[src/rtl/sd_spi_init_ctrl.sv]
`default_nettype none
// ============================================================================
// sd_spi_init_ctrl : SD card SPI-mode power-up initialiser (dummy clocks,
//                    CMD0 -> CMD8 -> (CMD55 + ACMD41)* at identification SCK)
// Rev 1.0
// ============================================================================
module sd_spi_init_ctrl #(
  parameter int CLK_DIV      = 125,
  parameter int DUMMY_CLKS   = 80,
  parameter int NCR_MAX      = 8,
  parameter int ACMD41_TRIES = 1000
) (
  input  logic       clk,
  input  logic       rst_n,
  input  logic       pll_lock,
  input  logic       sd_miso,
  output logic       sd_sck,
  output logic       sd_cs_n,
  output logic       sd_mosi,
  output logic       init_done,
  output logic       init_err,
  output logic [2:0] err_code
);

  localparam int DIV_W = 10;
  localparam int TRY_W = $clog2(ACMD41_TRIES + 1);
  localparam int NCR_W = $clog2(NCR_MAX + 1);

  localparam logic [1:0] SEL_CMD0   = 2'd0;
  localparam logic [1:0] SEL_CMD8   = 2'd1;
  localparam logic [1:0] SEL_CMD55  = 2'd2;
  localparam logic [1:0] SEL_ACMD41 = 2'd3;

  typedef enum logic [2:0] {
    S_WAIT_LOCK, S_DUMMY, S_GAP, S_CMD, S_R1, S_R7, S_DONE, S_ERR
  } state_t;

  function automatic logic [7:0] frame_byte(input logic [1:0] sel, input logic [2:0] idx);
    logic [47:0] f;
    case (sel)
      SEL_CMD0:  f = 48'h40_0000_0000_95;
      SEL_CMD8:  f = 48'h48_0000_01AA_87;
      SEL_CMD55: f = 48'h77_0000_0000_01;
      default:   f = 48'h69_4000_0000_01;
    endcase
    case (idx)
      3'd0:    frame_byte = f[47:40];
      3'd1:    frame_byte = f[39:32];
      3'd2:    frame_byte = f[31:24];
      3'd3:    frame_byte = f[23:16];
      3'd4:    frame_byte = f[15:8];
      3'd5:    frame_byte = f[7:0];
      default: frame_byte = 8'hFF;
    endcase
  endfunction

  state_t           state_q, state_d;
  logic             lock_meta_q, lock_meta_d;
  logic             lock_sync_q, lock_sync_d;
  logic [1:0]       sel_q, sel_d;
  logic [DIV_W-1:0] div_q, div_d;
  logic             sck_q, sck_d;
  logic             cs_n_q, cs_n_d;
  logic [7:0]       tx_q, tx_d;
  logic [7:0]       rx_q, rx_d;
  logic [2:0]       bit_q, bit_d;
  logic [2:0]       byte_q, byte_d;
  logic [7:0]       dummy_q, dummy_d;
  logic [NCR_W-1:0] ncr_q, ncr_d;
  logic [TRY_W-1:0] try_q, try_d;
  logic [3:0]       r7_q, r7_d;
  logic [2:0]       err_code_q, err_code_d;

  logic             shifting, tick, rise, fall, byte_end;
  logic             go_gap, go_err, go_done;
  logic [2:0]       err_val;
  logic [1:0]       next_sel;

  assign shifting = (state_q inside {S_DUMMY, S_GAP, S_CMD, S_R1, S_R7});
  assign tick     = shifting && (div_q == DIV_W'(CLK_DIV - 1));
  assign rise     = tick && !sck_q;
  assign fall     = tick && sck_q;
  assign byte_end = fall && (bit_q == 3'd7);

  always_comb begin
    lock_meta_d = pll_lock;
    lock_sync_d = lock_meta_q;
    state_d     = state_q;
    sel_d       = sel_q;
    div_d       = div_q;
    sck_d       = sck_q;
    cs_n_d      = cs_n_q;
    tx_d        = tx_q;
    rx_d        = rx_q;
    bit_d       = bit_q;
    byte_d      = byte_q;
    dummy_d     = dummy_q;
    ncr_d       = ncr_q;
    try_d       = try_q;
    r7_d        = r7_q;
    err_code_d  = err_code_q;
    go_gap      = 1'b0;
    go_err      = 1'b0;
    go_done     = 1'b0;
    err_val     = 3'd0;
    next_sel    = sel_q;

    // mosi shifts on the SCK fall, miso is captured on the SCK rise
    if (shifting) begin
      div_d = tick ? '0 : div_q + DIV_W'(1);
      if (tick) sck_d = ~sck_q;
      if (rise) rx_d = {rx_q[6:0], sd_miso};
      if (fall) begin
        bit_d = bit_q + 3'd1;
        tx_d  = {tx_q[6:0], 1'b1};
      end
    end

    case (state_q)
      S_WAIT_LOCK: begin
        // preload so the first SCK rise lands CLK_DIV clocks after lock
        if (lock_sync_q) begin
          state_d = S_DUMMY;
          div_d   = DIV_W'(1);
        end
      end
      S_DUMMY: begin
        if (fall) begin
          dummy_d = dummy_q + 8'd1;
          if (dummy_q == 8'(DUMMY_CLKS - 1)) begin
            state_d = S_GAP;
            bit_d   = 3'd0;
            dummy_d = 8'd0;
          end
        end
      end
      S_GAP: begin
        if (byte_end) begin
          state_d = S_CMD;
          cs_n_d  = 1'b0;
          byte_d  = 3'd0;
          tx_d    = frame_byte(sel_q, 3'd0);
        end
      end
      S_CMD: begin
        if (byte_end) begin
          if (byte_q == 3'd5) begin
            state_d = S_R1;
            ncr_d   = '0;
            tx_d    = 8'hFF;
          end else begin
            byte_d = byte_q + 3'd1;
            tx_d   = frame_byte(sel_q, byte_q + 3'd1);
          end
        end
      end
      S_R1: begin
        if (byte_end) begin
          if (!rx_q[7]) begin
            case (sel_q)
              SEL_CMD0: begin
                if (rx_q == 8'h01) begin go_gap = 1'b1; next_sel = SEL_CMD8; end
                else begin go_err = 1'b1; err_val = 3'd1; end
              end
              SEL_CMD8: begin
                if (rx_q == 8'h01) begin state_d = S_R7; byte_d = 3'd0; end
                else begin go_err = 1'b1; err_val = 3'd2; end
              end
              SEL_CMD55: begin
                if (rx_q == 8'h00 || rx_q == 8'h01) begin go_gap = 1'b1; next_sel = SEL_ACMD41; end
                else begin go_err = 1'b1; err_val = 3'd4; end
              end
              default: begin
                if (rx_q == 8'h00) go_done = 1'b1;
                else if (rx_q == 8'h01) begin
                  if (try_q == TRY_W'(ACMD41_TRIES - 1)) begin go_err = 1'b1; err_val = 3'd3; end
                  else begin try_d = try_q + TRY_W'(1); go_gap = 1'b1; next_sel = SEL_CMD55; end
                end else begin go_err = 1'b1; err_val = 3'd4; end
              end
            endcase
          end else if (ncr_q == NCR_W'(NCR_MAX - 1)) begin
            go_err  = 1'b1;
            err_val = (sel_q == SEL_CMD0) ? 3'd1 : (sel_q == SEL_CMD8) ? 3'd2 : 3'd4;
          end else begin
            ncr_d = ncr_q + NCR_W'(1);
          end
        end
      end
      S_R7: begin
        if (byte_end) begin
          r7_d   = rx_q[3:0];
          byte_d = byte_q + 3'd1;
          if (byte_q == 3'd3) begin
            if ({r7_q, rx_q} == 12'h1AA) begin go_gap = 1'b1; next_sel = SEL_CMD55; end
            else begin go_err = 1'b1; err_val = 3'd2; end
          end
        end
      end
      default: ;
    endcase

    if (go_gap) begin
      state_d = S_GAP;
      sel_d   = next_sel;
      cs_n_d  = 1'b1;
      tx_d    = 8'hFF;
    end
    if (go_err || go_done) begin
      state_d = go_err ? S_ERR : S_DONE;
      cs_n_d  = 1'b1;
      tx_d    = 8'hFF;
      if (go_err) err_code_d = err_val;
    end

    // losing lock abandons everything, including any partial byte
    if (!lock_sync_q) begin
      state_d    = S_WAIT_LOCK;
      sel_d      = SEL_CMD0;
      div_d      = '0;
      sck_d      = 1'b0;
      cs_n_d     = 1'b1;
      tx_d       = 8'hFF;
      rx_d       = 8'hFF;
      bit_d      = 3'd0;
      byte_d     = 3'd0;
      dummy_d    = 8'd0;
      ncr_d      = '0;
      try_d      = '0;
      r7_d       = 4'd0;
      err_code_d = 3'd0;
    end
  end

  always_ff @(posedge clk or negedge rst_n) begin
    if (!rst_n) begin
      lock_meta_q <= 1'b0;
      lock_sync_q <= 1'b0;
      state_q     <= S_WAIT_LOCK;
      sel_q       <= SEL_CMD0;
      div_q       <= '0;
      sck_q       <= 1'b0;
      cs_n_q      <= 1'b1;
      tx_q        <= 8'hFF;
      rx_q        <= 8'hFF;
      bit_q       <= 3'd0;
      byte_q      <= 3'd0;
      dummy_q     <= 8'd0;
      ncr_q       <= '0;
      try_q       <= '0;
      r7_q        <= 4'd0;
      err_code_q  <= 3'd0;
    end else begin
      lock_meta_q <= lock_meta_d;
      lock_sync_q <= lock_sync_d;
      state_q     <= state_d;
      sel_q       <= sel_d;
      div_q       <= div_d;
      sck_q       <= sck_d;
      cs_n_q      <= cs_n_d;
      tx_q        <= tx_d;
      rx_q        <= rx_d;
      bit_q       <= bit_d;
      byte_q      <= byte_d;
      dummy_q     <= dummy_d;
      ncr_q       <= ncr_d;
      try_q       <= try_d;
      r7_q        <= r7_d;
      err_code_q  <= err_code_d;
    end
  end

  assign sd_sck    = sck_q;
  assign sd_cs_n   = cs_n_q;
  assign sd_mosi   = tx_q[7];
  assign init_done = (state_q == S_DONE);
  assign init_err  = (state_q == S_ERR);
  assign err_code  = err_code_q;

endmodule
`default_nettype wire

[config.mk]
export PLATFORM = sky130hd
export DESIGN_NAME = sd_spi_init_ctrl
export DESIGN_NICKNAME = d
export VERILOG_FILES = /design/src/rtl/sd_spi_init_ctrl.sv
export SDC_FILE = /design/constraint.sdc
export NUM_CORES = 1
export LEC_CHECK = 0
export ABC_AREA = 1
export BUFFER_PORTS_ARGS = -buffer_cell sky130_fd_sc_hd__buf_2
export CORE_ASPECT_RATIO = 1.4
export CORE_MARGIN = 2
export CORE_UTILIZATION = 45
export DETAILED_ROUTE_END_ITERATION = 12
export PLACE_DENSITY = 0.67
export SETUP_SLACK_MARGIN = 0.5
export SYNTH_ARGS = -nofsm -noshare
export SYNTH_HDL_FRONTEND = slang
export SYNTH_SLANG_ARGS = --single-unit
[constraint.sdc]
create_clock -name clk -period 2.3 [get_ports clk]
set_clock_uncertainty 0.2 [all_clocks]
set_input_delay 0.46 -clock clk [delete_from_list [all_inputs] [get_ports clk]]
set_output_delay 0.46 -clock clk [all_outputs]
set_load 0.01 [all_outputs]
==> impl_metrics.ini, run 1 <==
[floorplanning]
die_w_um = 87.4
coreArea_mm2 = 0.00946
start_util = 0.463
num_io_pins = 12
dieArea_mm2 = 0.0105
chipHeight_um = 121
rows = 42

[critical_path]
startpoint = state_q[0]
setup.worst_path.end_class = register
worst_ep_arrival_time_ps = 2330
r2r_end = state_q[0]
critical_path_class = register to register
r2r_slack_ps = 50
r2r_cells = 14
required_ps = 2380
cp-endpoint = state_q[0]
startpoint_type = register
reg2reg_from = state_q[0]
cp_max_fo = 7

[global_routing]
track_usage = 0.221
grt_max_degree = 71
grt_pass1_wl_mm = 18.4
gr-total-overflow = 0
antenna_found_initial = 0
grt_pass1_vias = 4141

[timing]
fmax_mhz = 444
finalMaxSlewViolations = 0
worst_pin_slew_ps = 400
max-slew-margin-rel = 0.734
rsz0062_at_grt = true
hold_viol = 0
finalSetupViolCount = 0
fin_crit_sh = 0.978
finalCriticalPeriod_ps = 2250

[clock_tree]
clk_pin_slew_worst_paths_ps = 60
cts_root_buf = clkbuf_16
clockBufferDepth = 2
h-tree-depth = 3
cts_tree = built
insertion_delay_ps = 340
cts_buffers = 9
cts.sinks = 70

[synthesis]
synth_top_area_cell = dfrtp_1
ys_seq_area_frac = 0.405
synth_top_area_share = 0.303
synthTopCellsByArea = dfrtp_1, nand2_1, dfstp_2
postSynthAreaPerCell_um2 = 7.52
syn_area_mm2 = 0.00438
synth_cell_type_count = 39
syn-instance-count = 582
synth_nets = 599
yosys_warnings = 0
ys_ff_latch = 70

[placement]
hpwl_mm = 7.55
gp_congestion = 0.900
post_dp_cell_area_mm2 = 0.00468
port_buffers = 11

[cells_and_area]
fin_area_mm2 = 0.00590
antennaDiodeCount = 0
fillCellCount = 763
layout-drive-gt1-share = 0.339
finish.utilization = 0.624
fin_nets = 681
syn_to_final_growth_pct = 34.8

[routing]
via_per_inst = 5.51
drt_iter0_drc = 271
vias = 4291
wl_met1_mm = 4.52
drc_errors = 0
wirelength_mm = 12.0
wl_per_cell_um = 15.3
drtAntennaViolNets = 0
wl_met3_um = 478
dr_wl_met2_mm = 6.40
top_layer = met4
dr.pass1.iters = 5

[status]
status = finished, final reports clean

[power]
leakagePower_nw = 2.69
p_per_area_mw_per_mm2 = 697
ir_drop_uv = 388

[min_path]
hold_class = primary input to register

[run]
max_cap_violations = 0
## cells in the final DEF (no fill, tap or decap), types with 9 or more instances in the layout
cell type,n
a21oi_1,20
buf_2,11
buf_4,55
clkbuf_16,10
dfrtp_1,50
dfstp_2,17
ha_1,9
inv_1,67
nand2_1,116
nand2_2,16
nand2_4,10
nand3_1,32
nand3_2,9
nand4_1,10
nor2_1,44
nor2_2,9
nor2_4,13
nor3_1,10
o21ai_0,22
o21ai_1,23
o21ai_2,9
xor2_1,9
## where the power goes
group	leakage (nW)	internal, W	switching [W]
Combinational	1.64	0.000550	0.000781
Clock	0.138	0.000843	0.000522
Sequential	0.903	0.00132	0.0000935
## kinds of logic after synthesis
logic type | Yosys count | synth area share
DFF | 70 | 0.405
xor gates and xnor gates | 13 | 0.0260
AOI/OAI and AO/OA | 101 | 0.128
buffers and inverters | 93 | 0.0892
and+or+nand+nor | 289 | 0.308
muxes | 3 | 0.00686
adders and majority gates | 13 | 0.0372
## flip-flops by register name, summed over array words and instances, names as in the netlist
register and count:
r7_q 4, bit_q 3, lock_sync_q 1, rx_q 8, dummy_q 8, sel_q 2
state_q 3, sd_cs_n 1, ncr_q 4, div_q 10, tx_q 8, sd_sck 1
byte_q 3, err_code 3, try_q 10, lock_meta_q 1
## worst min-delay path by stage
stage	startpoint	to	slack [ps]	cells after the start
after floorplan	rst_n	bit_q[0]	-40	0
after global placement	lock_meta_q	lock_sync_q	130	0
after detailed placement	lock_meta_q	lock_sync_q	140	0
after CTS	pll_lock	lock_meta_q	20	1
after global routing	pll_lock	lock_meta_q	20	1
final	pll_lock	lock_meta_q	20	1
## synthesized netlist by cell type
| cell | count |
|---|---|
| a21oi_1 | 25 |
| o211ai_1 | 7 |
| nand3_1 | 43 |
| o21ai_1 | 11 |
| buf_2 | 3 |
| nor2_4 | 4 |
| nand2_4 | 4 |
| o21ai_2 | 2 |
| o41ai_1 | 2 |
| clkbuf_1 | 2 |
| xor2_1 | 9 |
| nor2_2 | 4 |
| xnor2_1 | 4 |
| nand2_1 | 133 |
| inv_1 | 76 |
| o31ai_1 | 5 |
| o21ai_0 | 43 |
| nand3b_1 | 1 |
| buf_6 | 3 |
| ha_1 | 13 |
| nor4_1 | 1 |
| dfstp_2 | 17 |
| inv_2 | 7 |
| nand3_2 | 3 |
| nand4_1 | 10 |
| nand2_2 | 7 |
| nor2_1 | 58 |
| buf_4 | 1 |
| or2_2 | 1 |
| mux2i_1 | 3 |
| nand4_4 | 1 |
| buf_8 | 1 |
| a31oi_1 | 1 |
| a211oi_1 | 2 |
| dfrtp_1 | 53 |
| and3_1 | 1 |
| o22ai_1 | 3 |
| nor3_1 | 16 |
| nand3_4 | 2 |
## repair_timing
item,CTS,global route
hold buffers,1,0
hold endpoints to repair,53,0
resized for setup,58,75
pin swaps,9,38
buffers inserted,19,35
endpoints found under the setup margin,70,68
cloned,0,1
## per-stage QoR
stage | setup WS [ps] | total power (W) | hold slack (ps) | cells | TNS (ps)
after floorplan | 370 | 0.00203 | -35.6 | 582 | 0
after detailed placement | 1.21 | 0.00223 | 136 | 707 | 0
after global routing | -31.1 | 0.00430 | 15.9 | 779 | -79.0
after global placement | 67.6 | 0.00221 | 133 | 707 | 0
final | 50.1 | 0.00411 | 18.1 | 779 | 0
after CTS | 186 | 0.00376 | 19.3 | 743 | 0
## worst max-delay path, stage by stage (launching register included)
cell and delay (ps):
dfrtp_2 500, nor2_4 180, nand2_4 90, nand2_4 80, nor2_4 40, nand2_4 80
nand3_4 110, nor2_4 200, buf_12 140, nand4_1 110, nand2_1 110, nand2_2 90
nand2_2 100, nand2_1 80, nand2_1 70
## final cells by class
class,count,area [µm²],area share
timing repair buffer,81,693,0.117
sequential,70,1780,0.301
inverter,83,337,0.0570
multi-input combinational,419,2670,0.453
clock inverter,3,43.8,0.00742
tap,110,138,0.0233
clock buffer,13,240,0.0407
## metal layers
metal | global-route usage | vias to the layer above
met4 | 0.107 | 0
li1 | - | 2070
met1 | 0.247 | 2044
met3 | 0.0471 | 50
met2 | 0.388 | 127
met5 | 0 | -
Power figures use the tool's default switching activity.
==> inputs of run 2 (changes only) <==
- ABC_AREA: 1 -> unset
- REMOVE_ABC_BUFFERS: unset -> 1
==> run 2 against run 1 <==
Against the previous run: the flow now finishes with violations (negative setup slack); clock power is 3% lower; combinational power is 14% lower; critical path depth is 4 lower; global-route usage is 0.95 points higher; count of clock-buffer cells in the layout is 2 higher; highest routed layer unchanged; area after synthesis is 5.5% lower; critical path type unchanged; core utilization is 3.5 points higher; first-iteration DRC count is 1.8% higher.
==> impl_metrics.ini, run 2 <==
[critical_path]
startpoint_type = register
cp_cell_sequence = inv_2 > ha_4 > nand3b_1 > nor4_4 > buf_4 > buf_4 > nand3_2 > o21ai_4 > o21ai_4 > o31ai_2
setup.worst_path.end_class = register
reg2reg_from = div_q[1]
worst_path_max_delay_cell = dfrtp_1
crit_path_max_incr_delay_ps = 380
crit_family = simple AND/OR/NAND/NOR gates
required_ps = 2340
worst_ep_arrival_time_ps = 2430
critPathBufInv = 3
critical_path_class = register to register
startpoint = div_q[1]
cp_max_fo = 6

[routing]
via_per_inst = 5.95
top_layer = met4
drt_iter0_drc = 276
drtAntennaViolNets = 0
wl_per_cell_um = 17.5
wl_met3_um = 385
drc_errors = 0
dr_wl_met2_mm = 6.29
vias = 4043
dr.pass1.iters = 5
wl_met1_mm = 4.77
wirelength_mm = 11.9

[clock_tree]
h-tree-depth = 3
cts_buffers = 9
clk_pin_slew_worst_paths_ps = 60
cts.sinks = 70
insertion_delay_ps = 330
hold_buffers = 0
cts_tree = built
clockBufferDepth = 2
cts_root_buf = clkbuf_16

[placement]
dp_worst_setup_slack_ps = -156
hpwl_mm = 7.42
gp_congestion = 0.879
port_buffers = 11

[timing]
finalCriticalPeriod_ps = 2400
rsz0062_at_grt = true
fmax_mhz = 417
finalSetupViolCount = 22
max-slew-margin-rel = 0.729
fin_crit_sh = 1.04
hold_viol = 0
worst_pin_slew_ps = 402
finalMaxSlewViolations = 0
totalNegativeSetupSlack_ps = -805
fin_ws_ps = -95.8
worst_hold_slack_ps = 35.2

[synthesis]
synth_top_area_share = 0.321
synth_async_sr_flop_share = 1.00
synth_top_family_by_area = simple AND/OR/NAND/NOR gates
ys_ff_latch = 70
synthMuxAreaShare = 0.0124
synth-compound-area-share = 0.151
ys.flop_type = dfrtp_1
synth_cell_type_count = 67
synth_top_area_cell = dfrtp_1
synthTopCellsByArea = dfrtp_1, dfstp_2, nand2_1
synth_commonest_cells = nand2_1, dfrtp_1, nor2_1, nand3_1, o21ai_0
synth_fa_ha_area_frac = 0.0393
ys_seq_area_frac = 0.429
postSynthAreaPerCell_um2 = 8.80
yosysMostFrequentCell = nand2_1
syn_area_mm2 = 0.00413
yosys_warnings = 0
synth_simple_gate_area_share = 0.286
syn-instance-count = 470
synth-edff-count = 0
synth_xor_area_frac = 0.0445

[cells_and_area]
reg.largest.list = div_q: 10 flops, try_q: 10 flops
layout_common_cells = nand2_1, buf_4, dfrtp_1
fin_nets = 585
antennaDiodeCount = 0
syn_to_final_growth_pct = 43.1
fillCellCount = 649
layout-drive-gt1-share = 0.421

[global_routing]
gr-total-overflow = 0
grt_pass1_vias = 4063
grt_max_degree = 41
grt_pass1_wl_mm = 18.7
track_usage = 0.230
antenna_found_initial = 0

[min_path]
hp-start = pll_lock
hold_class = primary input to register

[power]
leakagePower_nw = 2.58
power_w = 0.00381
ir_drop_uv = 410
p_per_area_mw_per_mm2 = 644

[floorplanning]
dieArea_mm2 = 0.00998
num_io_pins = 12
rows = 41
chipHeight_um = 117
coreArea_mm2 = 0.00898
start_util = 0.460
die_w_um = 85.0

[run]
max_cap_violations = 0

[status]
violations = negative setup slack
status = finished, violations left
==> run 2: power by group <==
part / total [W] / internal [W] / switching (W)
Sequential: 0.00134 / 0.00129 / 0.0000510
Clock: 0.00132 / 0.000818 / 0.000503
Combinational: 0.00115 / 0.000536 / 0.000610
Total: 0.00381 / 0.00265 / 0.00116
==> run 2: layout make-up <==
type / count / area, µm² / area share
inverter: 14 / 55.1 / 0.00930
clock inverter: 1 / 5.00 / 0.000846
multi-input combinational: 363 / 2700 / 0.457
clock buffer: 15 / 278 / 0.0469
sequential: 70 / 1780 / 0.300
tap: 107 / 134 / 0.0226
timing repair buffer: 110 / 965 / 0.163
==> run 2: logic make-up (layout without fill, tap and decap cells) <==
group | after synthesis | after routing
AO/OA/AOI/OAI | 94 | 94
adder cells (fa/ha/maj) | 13 | 13
buffers and inverters | 38 | 140
AND/OR/NAND/NOR | 229 | 230
multiplexers | 5 | 5
XOR/XNOR | 21 | 21
flip-flops | 70 | 70
==> run 2: per-stage QoR <==
stage          std cells  area, µm²   util
3_5_place_dp         638       4790  0.533
5_1_grt              680       5920  0.659
3_3_place_gp         638       4790  0.533
2_1_floorplan        446       4030      -
6_report             680       5920  0.659
4_1_cts              672       5530  0.616
==> run 2: worst paths after layout <==
| path | slack [ps] | endpoint | cells after the start |
|---|---|---|---|
| worst min-delay path | 40 | lock_meta_q | 1 |
| min in group asynchronous | 50 | tx_q[2] | 1 |
| worst min register to register | 150 | lock_sync_q | 0 |
| worst max register to register | -100 | byte_q[1] | 10 |
| max in group asynchronous | 1510 | state_q[0] | 2 |
| worst max-delay path | -100 | byte_q[1] | 10 |
==> run 2: layer usage <==
layer | track usage | vias up
li1 | - | 1860
met3 | 0.0387 | 43
met5 | 0 | -
met2 | 0.398 | 127
met4 | 0.115 | 0
met1 | 0.269 | 2013
==> run 2: timing repair <==
action                                  CTS  global route
pin swaps                                47            25
gates cloned                              2             1
endpoints found under the hold margin     0             0
endpoints found under the setup margin   70            70
buffers inserted                         16             7
resized for setup                        82            79
==> inputs of run 3 (changes only) <==
- RECOVER_POWER: unset -> 50
==> run 3 against run 2 <==
Against the previous run: the flow still finishes with violations (negative setup slack); global-route usage stayed put; fmax decreased by 0.13%; critical path depth up 1; sequential power is essentially flat; via count rose by 0.20%; non-clock buffer count did not move; combinational power is essentially flat; total power about the same; register-to-register slack about the same; sequential cell count did not move; worst setup slack worse by 3.1 ps; routed wire length increased by 0.18%; largest cell class unchanged.
==> impl_metrics.ini, run 3 (synthesis results as in run 2) <==
[status]
status = finished, violations left
violations = negative setup slack

[timing]
finalMaxSlewViolations = 0
fin_crit_sh = 1.04
totalNegativeSetupSlack_ps = -808
finalSetupViolCount = 22
hold_viol = 0
worst_pin_slew_ps = 1010
finalCriticalPeriod_ps = 2400
rsz0062_at_grt = true
fmax_mhz = 417
fin_ws_ps = -98.9
max-slew-margin-rel = 0.327

[placement]
place_inst = 638
gp_congestion = 0.879
hpwl_mm = 7.42
port_buffers = 11

[power]
p_per_area_mw_per_mm2 = 645
ir_drop_uv = 410
leakagePower_nw = 2.57
power_w = 0.00381

[routing]
dr.pass1.iters = 5
vias = 4051
drc_errors = 0
wl_per_cell_um = 17.5
wirelength_mm = 11.9
via_per_inst = 5.96
drt_iter0_drc = 276
drtAntennaViolNets = 0

[floorplanning]
num_io_pins = 12
chipHeight_um = 117
rows = 41
start_util = 0.460
coreArea_mm2 = 0.00898
dieArea_mm2 = 0.00998
die_w_um = 85.0

[global_routing]
gr-total-overflow = 0
track_usage = 0.230
grt_max_degree = 41
grt_pass1_wl_mm = 18.7
grt_pass1_vias = 4063
antenna_found_initial = 0

[cells_and_area]
layout_common_cells = nand2_1, buf_4, dfrtp_1
syn_to_final_growth_pct = 42.7
layout-drive-gt1-share = 0.419
final_cells = 680
antennaDiodeCount = 0
fin_nets = 585
reg.largest.list = div_q: 10 flops, try_q: 10 flops

[clock_tree]
h-tree-depth = 3
clk_pin_slew_worst_paths_ps = 50
clockBufferDepth = 2
cts_buffers = 9
cts_root_buf = clkbuf_16
insertion_delay_ps = 330
cts_tree = built
cts.sinks = 70

[critical_path]
worst_ep_arrival_time_ps = 2440
setup.worst_path.end_class = register
critical_path_class = register to register
required_ps = 2340
startpoint_type = register
cp_max_fo = 5

[run]
max_cap_violations = 0

[min_path]
hold_class = primary input to register
==> run 3: cell count changes in the layout (fill, tap and decap cells not counted), sizes merged <==
cell	change
buf	-2
clkbuf	+2
==> run 3: repair_timing <==
action	CTS	global route
hold buffers	0	0
buffers inserted	16	7
hold endpoints to repair	0	0
endpoints found under the setup margin	70	70
gates resized for setup	82	79
cloned	2	1
pin swaps	47	25
==> run 3: path summary, 6_finish.rpt <==
| path | startpoint | endpoint | slack, ps | cells after the start |
|---|---|---|---|---|
| max | div_q[1] | state_q[0] | -100 | 11 |
| min | pll_lock | lock_meta_q | 40 | 1 |
| max reg2reg | div_q[1] | state_q[0] | -100 | 11 |
| min reg2reg | lock_meta_q | lock_sync_q | 150 | 0 |
| max in group asynchronous | rst_n | sd_sck | 550 | 2 |
| min in group asynchronous | rst_n | tx_q[2] | 240 | 1 |
==> run 3: power breakdown <==
part           switching (W)  total (W)  internal (W)
registers          0.0000512    0.00134       0.00129
logic               0.000609    0.00114      0.000532
clock network       0.000503    0.00132      0.000818
==> run 3: metrics by stage <==
stage / instance area (µm²) / setup WS [ps] / hold slack [ps] / util
final: 5900 / -98.9 / 35.2 / 0.657
after global placement: 4790 / -120 / 133 / 0.533
after global routing: 5900 / -221 / 34.6 / 0.657
after detailed placement: 4790 / -156 / 135 / 0.533
after floorplan: 4030 / -325 / -35.6 / -
after CTS: 5530 / -72.8 / 24.5 / 0.616
==> run 3: critical path: stages, from the launching register on <==
cell and delay, ps:
dfrtp_1 380, inv_2 90, ha_4 120, nand3b_1 120
nor4_4 350, buf_4 210, and3_4 200, buf_6 110
a21oi_2 40, o21bai_4 190, nand2_2 100, mux2i_1 210
==> run 3: layer usage <==
metal	vias to the layer above	global-route usage	wire length, µm
met5	-	0	0
met4	0	0.115	443
met3	44	0.0387	373
met2	123	0.398	6280
met1	2025	0.269	4800
li1	1859	-	-
==> run 3: final cells by class <==
| type | instances | area (µm²) |
|---|---|---|
| clock buffer | 15 | 278 |
| sequential | 70 | 1780 |
| multi-input combinational | 363 | 2700 |
| fill | 651 | 3080 |
| clock inverter | 1 | 5.00 |
| tap | 107 | 134 |
| inverter | 14 | 55.1 |
| timing repair buffer | 110 | 948 |
